File: src/rtl/uart_pkg.sv
// Shared definitions for the UART receive stream: FSM states, data width and
// the bit-period helper used to size the receiver timers.
package uart_pkg;

  localparam int DATA_W = 8;

  typedef enum logic [1:0] {
    ST_IDLE,
    ST_START,
    ST_DATA,
    ST_STOP
  } rx_state_e;

  function automatic int clks_per_bit(input int clk_hz, input int baud);
    return clk_hz / baud;
  endfunction

endpackage

File: src/rtl/uart_rx_stream_if.sv
// Byte stream handshake carrying received UART bytes to the terminal consumer.
// The receiver drives the master side, the consumer the slave side.
interface uart_rx_stream_if;
  import uart_pkg::*;

  logic              term_tvalid;
  logic [DATA_W-1:0] term_tdata;
  logic              term_tready;

  modport master (output term_tvalid, output term_tdata, input term_tready);
  modport slave  (input term_tvalid, input term_tdata, output term_tready);
endinterface

File: src/rtl/uart_rx_fifo.sv
// Receive buffer: a single holding register when DEPTH == 1, otherwise a
// power-of-two ring FIFO. Pushes into a full buffer are dropped and flagged.
module uart_rx_fifo #(
  parameter int DEPTH = 16,
  parameter int WIDTH = 8
) (
  input  logic             clk,
  input  logic             reset,
  input  logic             i_push,
  input  logic [WIDTH-1:0] i_data,
  input  logic             i_ready,
  output logic             o_valid,
  output logic [WIDTH-1:0] o_data,
  output logic             o_overrun
);

  logic w_pop;
  logic w_full;
  logic r_overrun;

  assign w_pop = o_valid && i_ready;

  generate
    if (DEPTH == 1) begin : g_hold
      logic             r_valid;
      logic [WIDTH-1:0] r_data;

      assign w_full  = r_valid;
      assign o_valid = r_valid;
      assign o_data  = r_data;

      // NOTE: sequential state always uses non-blocking assignments so every
      // flop samples pre-edge values regardless of block ordering.
      always_ff @(posedge clk) begin
        if (reset) begin
          r_valid <= 1'b0;
          r_data  <= '0;
        end else if (i_push && (!r_valid || w_pop)) begin
          r_valid <= 1'b1;
          r_data  <= i_data;
        end else if (w_pop) begin
          r_valid <= 1'b0;
        end
      end
    end else begin : g_ring
      localparam int PTR_W = $clog2(DEPTH);
      localparam int CNT_W = PTR_W + 1;

      logic [WIDTH-1:0] r_mem [DEPTH];
      logic [PTR_W-1:0] r_wr_ptr;
      logic [PTR_W-1:0] r_rd_ptr;
      logic [CNT_W-1:0] r_count;
      logic             w_push_ok;

      assign w_full    = (r_count == CNT_W'(DEPTH));
      assign w_push_ok = i_push && (!w_full || w_pop);
      assign o_valid   = (r_count != '0);
      // Empty buffer presents zero so the bus is clean after reset.
      assign o_data    = o_valid ? r_mem[r_rd_ptr] : '0;

      // NOTE: storage array is deliberately not reset; the count alone
      // decides which entries are meaningful.
      always_ff @(posedge clk) begin
        if (w_push_ok) r_mem[r_wr_ptr] <= i_data;
      end

      always_ff @(posedge clk) begin
        if (reset) begin
          r_wr_ptr <= '0;
          r_rd_ptr <= '0;
          r_count  <= '0;
        end else begin
          if (w_push_ok) r_wr_ptr <= r_wr_ptr + 1'b1;
          if (w_pop)     r_rd_ptr <= r_rd_ptr + 1'b1;
          case ({w_push_ok, w_pop})
            2'b10:   r_count <= r_count + 1'b1;
            2'b01:   r_count <= r_count - 1'b1;
            default: r_count <= r_count;
          endcase
        end
      end
    end
  endgenerate

  // A same-cycle pop frees the slot, so that push is not an overrun.
  always_ff @(posedge clk) begin
    if (reset) r_overrun <= 1'b0;
    else       r_overrun <= i_push && w_full && !w_pop;
  end

  assign o_overrun = r_overrun;

endmodule

File: src/rtl/uart_rx_stream.sv
// 8N1 UART receiver feeding a valid/ready byte stream. Defining
// UART_RX_FIFO_EN selects a FIFO_DEPTH-entry buffer; otherwise depth 1.
module uart_rx_stream
  import uart_pkg::*;
#(
  parameter int CLK_HZ     = 25200000,
  parameter int BAUD       = 115200,
  parameter int FIFO_DEPTH = 16
) (
  input  logic              clk,
  input  logic              reset,
  input  logic              ser_rx,
  uart_rx_stream_if.master  term,
  output logic              frame_err,
  output logic              overrun
);

  localparam int CLKS_PER_BIT = clks_per_bit(CLK_HZ, BAUD);
  localparam int HALF         = CLKS_PER_BIT / 2;
  localparam int TIMER_W      = $clog2(CLKS_PER_BIT + 1);
  localparam int BITCNT_W     = $clog2(DATA_W);

`ifdef UART_RX_FIFO_EN
  localparam int BUF_DEPTH = FIFO_DEPTH;
`else
  localparam int BUF_DEPTH = 1;
`endif

  if (FIFO_DEPTH < 2 || (FIFO_DEPTH & (FIFO_DEPTH - 1)) != 0) begin : g_bad_depth
    $error("FIFO_DEPTH must be a power of two and at least 2");
  end

  logic [1:0]          r_sync;
  logic                w_rx;
  rx_state_e           r_state;
  logic [TIMER_W-1:0]  r_timer;
  logic [BITCNT_W-1:0] r_bit_cnt;
  logic [DATA_W-1:0]   r_shift;
  logic                r_frame_err;
  logic                w_timer_done;
  logic                w_stop_hit;
  logic                w_push;

  // Two-flop synchronizer; resets to the idle (high) line level.
  always_ff @(posedge clk) begin
    if (reset) r_sync <= 2'b11;
    else       r_sync <= {r_sync[0], ser_rx};
  end

  assign w_rx         = r_sync[1];
  assign w_timer_done = (r_timer == '0);
  assign w_stop_hit   = (r_state == ST_STOP) && w_timer_done;
  assign w_push       = w_stop_hit && w_rx;

  always_ff @(posedge clk) begin
    if (reset) begin
      r_state     <= ST_IDLE;
      r_timer     <= '0;
      r_bit_cnt   <= '0;
      r_shift     <= '0;
      r_frame_err <= 1'b0;
    end else begin
      r_frame_err <= 1'b0;
      case (r_state)
        ST_IDLE: begin
          if (!w_rx) begin
            r_state   <= ST_START;
            r_timer   <= TIMER_W'(HALF - 1);
            r_bit_cnt <= '0;
          end
        end
        ST_START: begin
          if (w_timer_done) begin
            // A line that is high again at mid start bit was only a glitch.
            if (!w_rx) begin
              r_state <= ST_DATA;
              r_timer <= TIMER_W'(CLKS_PER_BIT - 1);
            end else begin
              r_state <= ST_IDLE;
            end
          end else begin
            r_timer <= r_timer - 1'b1;
          end
        end
        ST_DATA: begin
          if (w_timer_done) begin
            r_shift   <= {w_rx, r_shift[DATA_W-1:1]};
            r_bit_cnt <= r_bit_cnt + 1'b1;
            r_timer   <= TIMER_W'(CLKS_PER_BIT - 1);
            if (r_bit_cnt == BITCNT_W'(DATA_W - 1)) r_state <= ST_STOP;
          end else begin
            r_timer <= r_timer - 1'b1;
          end
        end
        ST_STOP: begin
          // Sampled mid stop bit; returning to IDLE here re-arms early.
          if (w_timer_done) begin
            r_frame_err <= !w_rx;
            r_state     <= ST_IDLE;
          end else begin
            r_timer <= r_timer - 1'b1;
          end
        end
        default: r_state <= ST_IDLE;
      endcase
    end
  end

  assign frame_err = r_frame_err;

  uart_rx_fifo #(
    .DEPTH (BUF_DEPTH),
    .WIDTH (DATA_W)
  ) u_fifo (
    .clk       (clk),
    .reset     (reset),
    .i_push    (w_push),
    .i_data    (r_shift),
    .i_ready   (term.term_tready),
    .o_valid   (term.term_tvalid),
    .o_data    (term.term_tdata),
    .o_overrun (overrun)
  );

endmodule

File: src/flat_wrapper.sv
// flat-port wrapper written by rule: the top's interface ports become plain ports
module uart_rx_stream_flat import uart_pkg::*;
#(
  parameter int CLK_HZ     = 25200000,
  parameter int BAUD       = 115200,
  parameter int FIFO_DEPTH = 16
)
  (clk, reset, ser_rx, frame_err, overrun, term_term_tvalid, term_term_tdata, term_term_tready);
  uart_rx_stream_if term_i ();
  input  logic clk;
  input  logic reset;
  input  logic ser_rx;
  output logic frame_err;
  output logic overrun;
  output wire logic [$bits(term_i.term_tvalid)-1:0] term_term_tvalid;
  output wire logic [$bits(term_i.term_tdata)-1:0] term_term_tdata;
  input wire logic [$bits(term_i.term_tready)-1:0] term_term_tready;
  assign term_term_tvalid = term_i.term_tvalid;
  assign term_term_tdata = term_i.term_tdata;
  assign term_i.term_tready = term_term_tready;
  uart_rx_stream #(.CLK_HZ(CLK_HZ), .BAUD(BAUD), .FIFO_DEPTH(FIFO_DEPTH)) u_core (.clk(clk), .reset(reset), .ser_rx(ser_rx), .term(term_i), .frame_err(frame_err), .overrun(overrun));
endmodule
File: config.mk
export PLATFORM = sky130hd
export DESIGN_NAME = uart_rx_stream_flat
export DESIGN_NICKNAME = d
export VERILOG_FILES = /design/src/rtl/uart_pkg.sv /design/src/rtl/uart_rx_stream_if.sv /design/src/rtl/uart_rx_fifo.sv /design/src/rtl/uart_rx_stream.sv /design/src/flat_wrapper.sv
export SDC_FILE = /design/constraint.sdc
export NUM_CORES = 1
export LEC_CHECK = 0
export BUFFER_PORTS_ARGS = -buffer_cell sky130_fd_sc_hd__clkbuf_2
export CORE_MARGIN = 4
export CORE_UTILIZATION = 25
export DETAILED_ROUTE_END_ITERATION = 8
export PLACE_DENSITY_LB_ADDON = 0.2
export REMOVE_ABC_BUFFERS = 1
export SLEW_MARGIN = 5
export SYNTH_ARGS = -nofsm -noshare
export SYNTH_HDL_FRONTEND = slang
export SYNTH_SLANG_ARGS = --single-unit
File: constraint.sdc
create_clock -name clk -period 3.71 [get_ports clk]
set_input_delay 0.5565 -clock clk [delete_from_list [all_inputs] [get_ports clk]]
set_output_delay 0.5565 -clock clk [all_outputs]
set_load 0.05 [all_outputs]
==> qor.csv <==
metric,value,unit
r2r startpoint,u_core.r_timer[0],
CTS root buffer,clkbuf_8,
Critical Path Start,u_core.r_timer[0],
fmax,0.458,GHz
die area,8160,sq um
Max IR drop VDD,134,uV
fraction of layout instances using a drive strength above 1,13.9,%
outcome,completed,
pwr/cell area,523,nW/um^2
largest net degree at the start of global routing,35,
DRC Markers,0,
CTS Sinks,34,
relative slew slack,52.3,%
DR WL/cell,13.1,um
Critical Path AT,2.33,ns
first-pass GRT wire length,6.67,mm
vias post-DR,1448,
Clock Skew,0.00333,ns
end-of-flow core utilization,29.2,%
Core ar.,6460,sq um
Yosys cell types,41,
WP data required,3.86,ns
FP Rows,29,
final WL,3.75,mm
sequential element share of the synthesized area,40.2,%
post-CTS sizing,0,
CTS tree,built,
post-route cell area,1890,sq um
post-CTS setup buffers,0,
vias in the first global route,1433,
vias per cell,5.06,
Hold Startpoint,u_core.r_sync[0],
Detailed Place HPWL,2.56,mm
initial antenna violation count,0,
Post-Synthesis Cells,201,
DP Area,1790,sq um
RSZ-0062 raised after global routing,false,
drt initial violations,117,
Tmin final,2.19,ns
Tcrit/Tclk final,58.9,%
die height,90.3,um
CTS max path bufs,2,
Routed Antenna Nets,0,
Leak,0.741,nW
"top cells by area, synth","dfxtp_1, a21oi_1, mux2i_1",
"commonest non-fill, non-tap cell in the layout",dfxtp_1,
worst hold path class,register to register,
fin. max-slew vios,0,
P&R area growth vs syn,11.4,%
Tot GR Track Use,9.79,%
Worst-Skew Late Latency,0.28,ns
"Avg Cell Area, Syn",8.43,sq um
DR pass1 iterations,4,
Startpoint Class,register,
Total Neg Setup Slack,0,ns
"Reg clk slew, reported paths",0.07,ns
critical-path maximum fanout,9,
Hold Fails Final Rpt,0,
final setup violation count,0,
share of the synthesized area in the top cell type,40.2,%
Port Buffer Count,14,
Die X,90.3,um
Crit. End Element,register,
H-tree levels,2,
most frequent cells in the layout,"dfxtp_1, a21oi_1, nor2_1",
Post-Syn Area,1690,sq um
global route overflow,0,
antenna cells,0,
Yosys warning count,0,
Slew @ Worst Pin,0.716,ns
Yosys reg bits,34,
Initial Util,26.2,%
nets,219,
CTS Hold Bufs,0,
critical path class,register to register,
GP Congestion,0.788,
Max Cap Viol,0,
Reg2Reg Setup Slack,1.52,ns
"area leader, netlist",dfxtp_1,
Ports,15,
total CTS buffers,5,
==> metal layers <==
layer	vias up	GRT usage, %	share of wire (%)
met5	-	0	0
met4	0	4.08	1.6
met3	7	2.58	5.8
met2	44	14.9	43
met1	658	13.1	50
li1	739	-	-
==> synthesized netlist by cell type, drive strengths merged <==
library cell / n
a211oi: 4
a21oi: 22
a221oi: 1
a31oi: 2
a41oi: 1
and2: 1
and3: 1
buf: 5
clkbuf: 10
dfxtp: 34
ha: 7
inv: 6
mux2i: 10
nand2: 13
nand2b: 6
nand3: 11
nand4: 3
nand4b: 1
nor2: 19
nor2b: 1
nor3: 10
nor4: 2
nor4b: 3
o211ai: 2
o21a: 1
o21ai: 7
o22ai: 2
o311ai: 1
o31a: 1
o31ai: 2
o41ai: 1
or2: 4
or3: 1
or4: 3
or4b: 2
xor2: 1
==> state kept, by name, indices dropped and copies added (netlist names), named ones only <==
register                 count
u_core.r_sync                2
u_core.r_bit_cnt             3
u_core.r_shift               8
u_core.u_fifo.o_valid        1
u_core.u_fifo.o_overrun      1
u_core.frame_err             1
u_core.r_state               1
u_core.r_timer               8
u_core.u_fifo.o_data         8
==> cell families (layout without fill, tap and decap cells) <==
family          after synthesis  count (layout)  synth area share (%)
simple gates                 81              81                  25.9
compound gates               47              47                  16.6
flops                        34              34                  40.2
buf+inv                      21              29                  5.76
mux                          10              10                  5.91
fa+ha+maj                     7               7                  5.17
xor+xnor                      1               1                 0.517
==> worst max-delay path, cell delays in order (launching register included) <==
cell,delay [ns]
dfxtp_1,0.35
inv_1,0.07
ha_1,0.31
nor4b_1,0.55
nand4_2,0.47
mux2i_1,0.27
nor2_1,0.05
==> per-stage QoR <==
stage,total power [W],std cells,setup slack [ns],hold slack [ns]
2_1_floorplan,0.000624,186,1.74,0.389
3_3_place_gp,0.000719,278,1.59,0.392
3_5_place_dp,0.000709,278,1.54,0.403
4_1_cts,0.000999,286,1.51,0.421
5_1_grt,0.00106,286,1.23,0.450
6_report,0.000987,286,1.52,0.418
==> cell type report <==
class	count	area (sq um)
fill	684	4570
multi-input combinational	146	916
sequential	34	681
tap	77	96.3
clock buffer	6	82.6
timing repair buffer	15	77.6
inverter	6	22.5
clock inverter	2	12.5
==> path summary, 6_finish.rpt <==
kind / cells after the start / to
setup reg to reg: 6 / u_core.u_fifo.o_data[6]
setup / recovery: 6 / u_core.u_fifo.o_data[6]
hold reg to reg: 1 / u_core.r_sync[1]
hold / removal: 1 / u_core.r_sync[1]
==> where the power goes <==
group / switching (W) / leakage [nW] / internal, W / total [W]
logic: 0.000183 / 0.419 / 0.000105 / 0.000287
clock network: 0.000135 / 0.0472 / 0.000149 / 0.000284
registers: 0.0000321 / 0.275 / 0.000383 / 0.000415
total: 0.000350 / 0.741 / 0.000637 / 0.000987
(Power assumes the default switching activity.)
